File: src/rtl/mem_1r1w_bist.sv
// March BIST controller for a 1R1W SRAM wrapper: runs a six-element March sequence and flags read mismatches.
// Define MEM_BIST_DIAG_EN to capture the address, element and XOR syndrome of the first failure.
module mem_1r1w_bist #(
  parameter int DEPTH  = 48,
  parameter int WIDTH  = 64,
  parameter int ADDR_W = 6
) (
  input  logic              clk,
  input  logic              rst_n,
  input  logic              start,
  output logic              busy,
  output logic              done,
  output logic              fail,
  output logic [ADDR_W-1:0] R0_addr,
  output logic              R0_en,
  input  logic [WIDTH-1:0]  R0_data,
  output logic [ADDR_W-1:0] W0_addr,
  output logic              W0_en,
  output logic [WIDTH-1:0]  W0_data,
  output logic [ADDR_W-1:0] fail_addr,
  output logic [2:0]        fail_elem,
  output logic [WIDTH-1:0]  fail_xor
);

  typedef enum logic [3:0] {IDLE, M0, M1, M2, M3, M4, M5, FLUSH, DONE} state_t;

  localparam logic [ADDR_W-1:0] LAST = ADDR_W'(DEPTH - 1);

  state_t            state, state_n;
  logic [ADDR_W-1:0] addr, addr_n;
  logic              phase, phase_n;

  logic              two_cycle, down, step, elem_end, accept;
  logic              r_en, w_en, w_bit, exp_bit;
  logic [2:0]        elem;

  logic [ADDR_W-1:0] r_addr_q, w_addr_q;
  logic [WIDTH-1:0]  w_data_q;
  logic              cmp_valid;
  logic [WIDTH-1:0]  cmp_exp;
  logic [2:0]        cmp_elem;
  logic              mismatch;

  always_ff @(posedge clk) begin
    if (!rst_n) begin
      state <= IDLE;
      addr  <= '0;
      phase <= 1'b0;
    end else begin
      state <= state_n;
      addr  <= addr_n;
      phase <= phase_n;
    end
  end

  // Two-cycle elements read in phase 0 and write the same address in phase 1.
  always_comb begin
    two_cycle = (state == M1) || (state == M2) || (state == M3) || (state == M4);
    down      = (state == M3) || (state == M4);
    step      = !two_cycle || phase;
    elem_end  = step && (down ? (addr == '0) : (addr == LAST));
    accept    = (state == IDLE) && start;
  end

  always_comb begin
    state_n = state;
    addr_n  = addr;
    phase_n = phase;
    case (state)
      IDLE: begin
        if (start) begin
          state_n = M0;
          addr_n  = '0;
          phase_n = 1'b0;
        end
      end
      M0, M1, M2, M3, M4, M5: begin
        if (two_cycle) phase_n = ~phase;
        if (elem_end) begin
          case (state)
            M0:      begin state_n = M1;    addr_n = '0;   end
            M1:      begin state_n = M2;    addr_n = '0;   end
            M2:      begin state_n = M3;    addr_n = LAST; end
            M3:      begin state_n = M4;    addr_n = LAST; end
            M4:      begin state_n = M5;    addr_n = '0;   end
            default: begin state_n = FLUSH; addr_n = '0;   end
          endcase
        end else if (step) begin
          addr_n = down ? addr - 1'b1 : addr + 1'b1;
        end
      end
      FLUSH:   state_n = DONE;
      DONE:    state_n = IDLE;
      default: state_n = IDLE;
    endcase
  end

  always_comb begin
    r_en    = 1'b0;
    w_en    = 1'b0;
    w_bit   = 1'b0;
    exp_bit = 1'b0;
    elem    = 3'd0;
    busy    = (state != IDLE) && (state != DONE);
    case (state)
      M0: begin
        elem = 3'd0;
        w_en = 1'b1;
      end
      M1, M3: begin
        elem  = (state == M1) ? 3'd1 : 3'd3;
        r_en  = !phase;
        w_en  = phase;
        w_bit = 1'b1;
      end
      M2, M4: begin
        elem    = (state == M2) ? 3'd2 : 3'd4;
        r_en    = !phase;
        w_en    = phase;
        exp_bit = 1'b1;
      end
      M5: begin
        elem = 3'd5;
        r_en = 1'b1;
      end
      default: ;
    endcase
  end

  // Port addresses and data hold their last enabled value while idle.
  always_ff @(posedge clk) begin
    if (!rst_n) begin
      r_addr_q <= '0;
      w_addr_q <= '0;
      w_data_q <= '0;
    end else begin
      if (r_en) r_addr_q <= addr;
      if (w_en) begin
        w_addr_q <= addr;
        w_data_q <= {WIDTH{w_bit}};
      end
    end
  end

  assign R0_en   = r_en;
  assign W0_en   = w_en;
  assign R0_addr = r_en ? addr : r_addr_q;
  assign W0_addr = w_en ? addr : w_addr_q;
  assign W0_data = w_en ? {WIDTH{w_bit}} : w_data_q;

  assign mismatch = cmp_valid && (R0_data != cmp_exp);

  always_ff @(posedge clk) begin
    if (!rst_n) begin
      cmp_valid <= 1'b0;
      cmp_exp   <= '0;
      cmp_elem  <= 3'd0;
      done      <= 1'b0;
      fail      <= 1'b0;
    end else begin
      cmp_valid <= r_en;
      cmp_exp   <= {WIDTH{exp_bit}};
      cmp_elem  <= elem;
      if (accept) begin
        done <= 1'b0;
        fail <= 1'b0;
      end else begin
        if (mismatch)        fail <= 1'b1;
        if (state == FLUSH)  done <= 1'b1;
      end
    end
  end

`ifdef MEM_BIST_DIAG_EN
  logic [ADDR_W-1:0] cmp_addr;
  logic [ADDR_W-1:0] diag_addr;
  logic [2:0]        diag_elem;
  logic [WIDTH-1:0]  diag_xor;

  // Only the first mismatch after start is recorded; fail doubles as the "already captured" flag.
  always_ff @(posedge clk) begin
    if (!rst_n) begin
      cmp_addr  <= '0;
      diag_addr <= '0;
      diag_elem <= 3'd0;
      diag_xor  <= '0;
    end else begin
      cmp_addr <= addr;
      if (accept) begin
        diag_addr <= '0;
        diag_elem <= 3'd0;
        diag_xor  <= '0;
      end else if (mismatch && !fail) begin
        diag_addr <= cmp_addr;
        diag_elem <= cmp_elem;
        diag_xor  <= R0_data ^ cmp_exp;
      end
    end
  end

  assign fail_addr = diag_addr;
  assign fail_elem = diag_elem;
  assign fail_xor  = diag_xor;
`else
  assign fail_addr = '0;
  assign fail_elem = 3'd0;
  assign fail_xor  = '0;
`endif

endmodule

File: config.mk
export PLATFORM = sky130hd
export DESIGN_NAME = mem_1r1w_bist
export DESIGN_NICKNAME = d
export VERILOG_FILES = /design/src/rtl/mem_1r1w_bist.sv
export SDC_FILE = /design/constraint.sdc
export NUM_CORES = 1
export LEC_CHECK = 0
export ABC_AREA = 1
export BUFFER_PORTS_ARGS = -buffer_cell sky130_fd_sc_hd__clkbuf_2
export CORE_ASPECT_RATIO = 0.7
export CORE_MARGIN = 5
export CORE_UTILIZATION = 45
export CTS_BUF_LIST = sky130_fd_sc_hd__clkbuf_16
export CTS_CLUSTER_DIAMETER = 30
export DETAILED_ROUTE_END_ITERATION = 8
export HOLD_SLACK_MARGIN = 0.12
export PLACE_DENSITY = 0.78
export SYNTH_ARGS = -nofsm -noshare
export SYNTH_HDL_FRONTEND = slang
export SYNTH_SLANG_ARGS = --single-unit
File: constraint.sdc
create_clock -name clk -period 1.8 [get_ports clk]
set_input_delay 0 -clock clk [delete_from_list [all_inputs] [get_ports clk]]
set_output_delay 0 -clock clk [all_outputs]
set_load 0.01 [all_outputs]
======== Word-level counts from Yosys, hierarchy flattened ========
Cells that the tools add are included.
word-level totals
  register bits ........................... 91
  output and inout port bits .............. 154
  word-level logic and storage cells ...... 73
cells by class
  add/subtract/negate cells ............... 2
  equality and inequality tests ........... 14
  muxes and demuxes ....................... 21
  bitwise operators ....................... 2
  reduce and logical (&&, ||, !) cells .... 24
operators by type and width
  kind                   number
  $mux W64               1
  $ne A64 B64 Y1         1
  $mux W6                7
  $eq A4 B3 Y1 const B   4
  $pmux W3 S5            1
  $pmux W4 S3            1
  $pmux W6 S2            1
  $eq A4 B2 Y1 const B   2
  $mux W4                2
  $reduce_or A2 Y1       4
  $add A6 B1 Y6 const B  1
  $eq A6 B6 Y1 const B   1
  $logic_not A6 Y1       1
  $ne A2 B2 Y1 const B   3
  $pmux W1 S2            3
  $reduce_and A3 Y1      2
  $reduce_or A6 Y1       1
  $sub A6 B1 Y6 const B  1
  $logic_or A1 B1 Y1     5
  $mux W1                5
  $eq A4 B1 Y1 const B   1
  $logic_and A1 B1 Y1    4
  $logic_not A4 Y1       1
  $ne A4 B4 Y1 const B   1
  7 further kinds        9

======== Longest topological paths before layout ========
  depth after elaboration ................. 9
  depth in mapped cells ................... 12
  mapped depth without buffers ............ 12

======== Worst setup path before layout ========
Ideal clock, no wire load.
  kind .................................... register to register
  from .................................... register state[3]
  to ...................................... register addr[3]
  setup time .............................. 0.138 ns
  data arrival time ....................... 1.632 ns
  required time ........................... 1.662 ns
  setup slack ............................. 0.030 ns
  stages on the path, launching flop included .. 12
  buffers on the path ..................... 0
  clock period less this slack ............ 1.770 ns
  cells stage by stage .................... dfxtp_1 inv_1 nand2_1 nor2_1 ha_1 nand2_1 nand2_1 a21oi_1 xor2_1 nand2_1 nand3_1 a21oi_1
on the way
  cells in the longest elaborated chain, start to end .. 9
  elaborated cells on any way between the ends .. 26
  classes of those cells .................. eq/ne: 8; mux: 6; reduce/logical: 12
RTL lines
  item                                                               RTL line    text
  from (decl)                                                        29          state_t state, state_n;
  from (signal assigned)                                             50          state <= state_n;
  $eq A4 B2 Y1, on equally long branches                             58, 69, 80
  $logic_or A1 B1 Y1 (3 in a row)                                    58          two_cycle = (state == M1) || (state == M2) || (state == M3) || (state == M4);
  $logic_not A1 Y1                                                   60          step = !two_cycle || phase;
  $logic_or A1 B1 Y1                                                 60
  $logic_and A1 B1 Y1                                                61          elem_end = step && (down ? (addr == '0) : (addr == LAST));
  $ne A3 B3 Y1 (no line) / $mux W6 (equally long branches)           --
  $reduce_and A3 Y1 (no line) / $pmux W6 S2 (equally long branches)  --
  to (signal assigned)                                               51          addr <= addr_n;
  to (decl)                                                          30          logic [ADDR_W-1:0] addr, addr_n;
Several ways; a longest one is shown, not always the timed one. The select of a mux whose other input is x is not followed.
A chain may end at the register's enable or synchronous reset.

======== Worst setup path in the final report ========
  from .................................... register state[3]
  to ...................................... output port W0_addr[0]
on the way
  cells in the longest elaborated chain, start to end .. 4
  elaborated cells on any way between the ends .. 8
  classes of those cells .................. eq/ne: 5; mux: 2; reduce/logical: 1
RTL lines
  item                                                 RTL line  text
  $eq A4 B3 Y1 / $eq A4 B2 Y1 (equally long branches)  105       case (state)
  $reduce_or A4 Y1 (no line)                           --
  $pmux W1 S2 (*)                                      105
  $mux W6 (*)                                          --
  to (decl)                                            17        output logic [ADDR_W-1:0] W0_addr,
Every way passes the cells marked *; elsewhere a longest branch is shown, timed or not.

==> flow_metrics.tcl <==
set metrics [dict create \
    min_to "fail" \
    grt_overflow 0 \
    max_freq_mhz 537 \
    violations "setup timing" \
    cp.arrival_ns 1.86 \
    pin_count 221 \
    hold_viol_final 0 \
    post-route-drc-count 0 \
    routedWlPerCell_um 13.4 \
    power.leakage_nw 4.09 \
    clk-insertion-delay-late_ns 0.34 \
    skew_ns 0.00623 \
    syn_area_um2 5550 \
    dieArea_um2 14700 \
    synth_flop_cell "dfxtp_1" \
    hold_path_class "in -> reg" \
    rsz0062_at_grt "yes" \
    reg2reg_to "addr[5]" \
    path_cells "buf_6, nor2_4, nand2_2, nand2_4, a21oi_4, buf_12, inv_12, nand2_2, o21ai_4, inv_1, clkbuf_2" \
    slew_violations 0 \
    hpwlAfterDp_mm 8.60 \
    maxCapViolCount 0 \
    critical_path_class "reg -> out" \
    grt_max_degree 43 \
    min_from "R0_data[6]" \
    nFillCells 1000 \
    initial_utilization 0.453 \
    cts_root_buffer "clkbuf_16" \
    holdWs_ns 0.194 \
    fin_ws_ns -0.0628 \
    synthDistinctLibCells 33 \
    dp_slack_ns -0.0378 \
    fin_cells 1078 \
    die_w_um 143 \
    port_buffers 147 \
    wirelength_mm 14.4 \
    grt_pass1_wl_mm 19.7 \
    cts_buffers 9 \
    cp_max_fo 13 \
    rows 34 \
    gp_congestion 0.886 \
    htreeDepth 3 \
    timing.rr.start "state[3]" \
    design_area_um2 7930 \
    die_h_um 103 \
    cp-end-kind "output port" \
    synthArstFlopShare 0 \
    fin_nets 984 \
    critical_path.max_stage_delay_ns 0.36 \
    clk_path_buf_depth 2 \
    clkTransAtPathRegs_ns 0.06 \
    required_ns 1.80 \
    period_minus_slack_ns 1.86 \
    peakVddDrop_mv 1.45 \
    fp.coreArea_um2 12300 \
    seq_area_frac_synth 0.328 \
    setup_viol 51 \
    drt-initial-drc-count 243 \
    grt_pass1_vias 4154 \
    syn_avg_cell_area_um2 7.84 \
    critPathBufInv 5 \
    finalCritPeriodShare 1.03 \
    synth_cells 708 \
    crit_family "buffers and inverters" \
    antenna_found_initial 0 \
    startpoint_type "flip-flop" \
    diodes 0 \
    syn2layout_area_growth_pct 42.7 \
    seq_area_um2 1830 \
    cp_common_cell "nand2_2" \
    track_usage 0.164 \
    synth_top_area_cell "dfxtp_1" \
    vias_per_cell 4.64 \
    postRouteAntennaNets 0 \
    tritoncts "done" \
    status "finished, violations left" \
    power_density_nw_per_um2 1490 \
    first_pass_iters 4 \
    ys_top_cells_by_area "dfxtp_1 (33%), nand2_4 (13%), nand2_1 (12%)" \
    ys_ff_latch 91 \
    cts.sinks 91 \
    yosys_warnings 0 \
    synth_top_area_frac 0.328 \
    r2r_slack_ns -0.02 \
    placed_cells 1006 \
    vias 5001 \
    synth_edf_count 0 \
    multi_input_area_um2 3420 \
    hold-path-cell-count 8 \
    crit_slowest_cell "dfxtp_4" \
    drive_gt1_frac 0.508 \
    placedInstanceArea_um2 6260 \
    r2r_cells 13 \
]
==> cells by family after synthesis <==
logic type,share of synthesized area
xor+xnor,0.00315
flops,0.328
buf+inv,0.181
compound gates,0.134
simple gates,0.340
fa+ha+maj,0.0126
other cells,0.000675
==> worst max-delay path by stage <==
stage	from	to	depth (start not counted)
floorplan	state[3]	addr[3]	11
global placement	state[3]	addr[5]	13
detailed placement	state[3]	addr[3]	12
CTS	state[3]	W0_data[60]	11
global route	state[3]	R0_addr[2]	10
finish	state[3]	W0_addr[0]	11
==> flip-flops by register name, summed over array words and instances (netlist names) <==
signal,flops
addr,6
cmp_exp,1
cmp_valid,1
done,1
fail,1
phase,1
r_addr_q,6
state,4
w_addr_q,6
w_data_q,64
==> worst reg2reg max path, stage by stage (launching register included) <==
cell and delay [ns]:
dfxtp_4 0.36, inv_1 0.05, nand2_1 0.06, nor2_1 0.13
buf_6 0.16, ha_4 0.22, nand2_2 0.07, nand2_2 0.07
a21oi_2 0.17, nand2_1 0.08, nand2_1 0.09, nand3_2 0.09
nand3_2 0.07, a21oi_2 0.06
==> final cells by class <==
| cell class | count | share of cell area |
|---|---|---|
| clock inverter | 6 | 0.0112 |
| sequential | 91 | 0.231 |
| inverter | 53 | 0.0270 |
| clock buffer | 9 | 0.0284 |
| timing repair buffer | 226 | 0.245 |
| multi-input combinational | 531 | 0.432 |
| tap | 162 | 0.0256 |
==> Yosys cell counts, types with 2 or more instances <==
cell type and n:
nand2_1 173, dfxtp_1 91, buf_4 75, nor2_1 63, nand2_4 62, a21oi_2 60
inv_1 43, nand3_1 19, a21oi_1 17, o21ai_1 15, clkbuf_1 14, buf_2 10
inv_2 9, nor3_1 9, buf_12 7, or2_2 7, nand3b_1 6, ha_1 4
nand2_2 4, nand4_1 3, o21ai_0 3, nand3_2 2, nor2_2 2
==> routing by layer <==
layer  share of wire  vias to the layer above  track usage
li1                -                     2483            -
met1            0.40                     2299        0.222
met2            0.50                      196        0.264
met3           0.077                       23       0.0408
met4           0.015                        0       0.0416
met5               0                        -            0
==> power by group <==
part / internal (mW) / switching [mW]
sequential: 2.45 / 0.403
combinational: 3.24 / 3.72
clock: 1.21 / 0.797
==> per-stage QoR <==
| step | total power, mW | setup TNS, ns | util |
|---|---|---|---|
| after floorplan | 6.39 | 0 | - |
| after global placement | 7.62 | 0 | 0.511 |
| after detailed placement | 7.67 | -0.0425 | 0.511 |
| after CTS | 10.5 | -2.41 | 0.576 |
| after global routing | 12.5 | -9.77 | 0.647 |
| final | 11.8 | -1.46 | 0.647 |
==> cell usage in the layout, fill, tap and decap left out, types with 17 or more instances in the layout <==
cell type,instances
a21oi_2,63
buf_2,20
buf_4,51
buf_6,47
clkbuf_2,86
conb_1,73
dfxtp_1,88
inv_1,39
nand2_1,121
nand2_2,41
nand2_4,73
nand3_1,17
nor2_1,62
==> timing repair <==
item / CTS / global route
cloned: 5 / 4
pin swaps: 4 / 13
hold buffers: 2 / 0
endpoints found under the setup margin: 79 / 93
buffers inserted: 17 / 29
gates resized for setup: 59 / 169
endpoints found under the hold margin: 4 / 0
No activity file was read; power rests on OpenSTA's default activity.
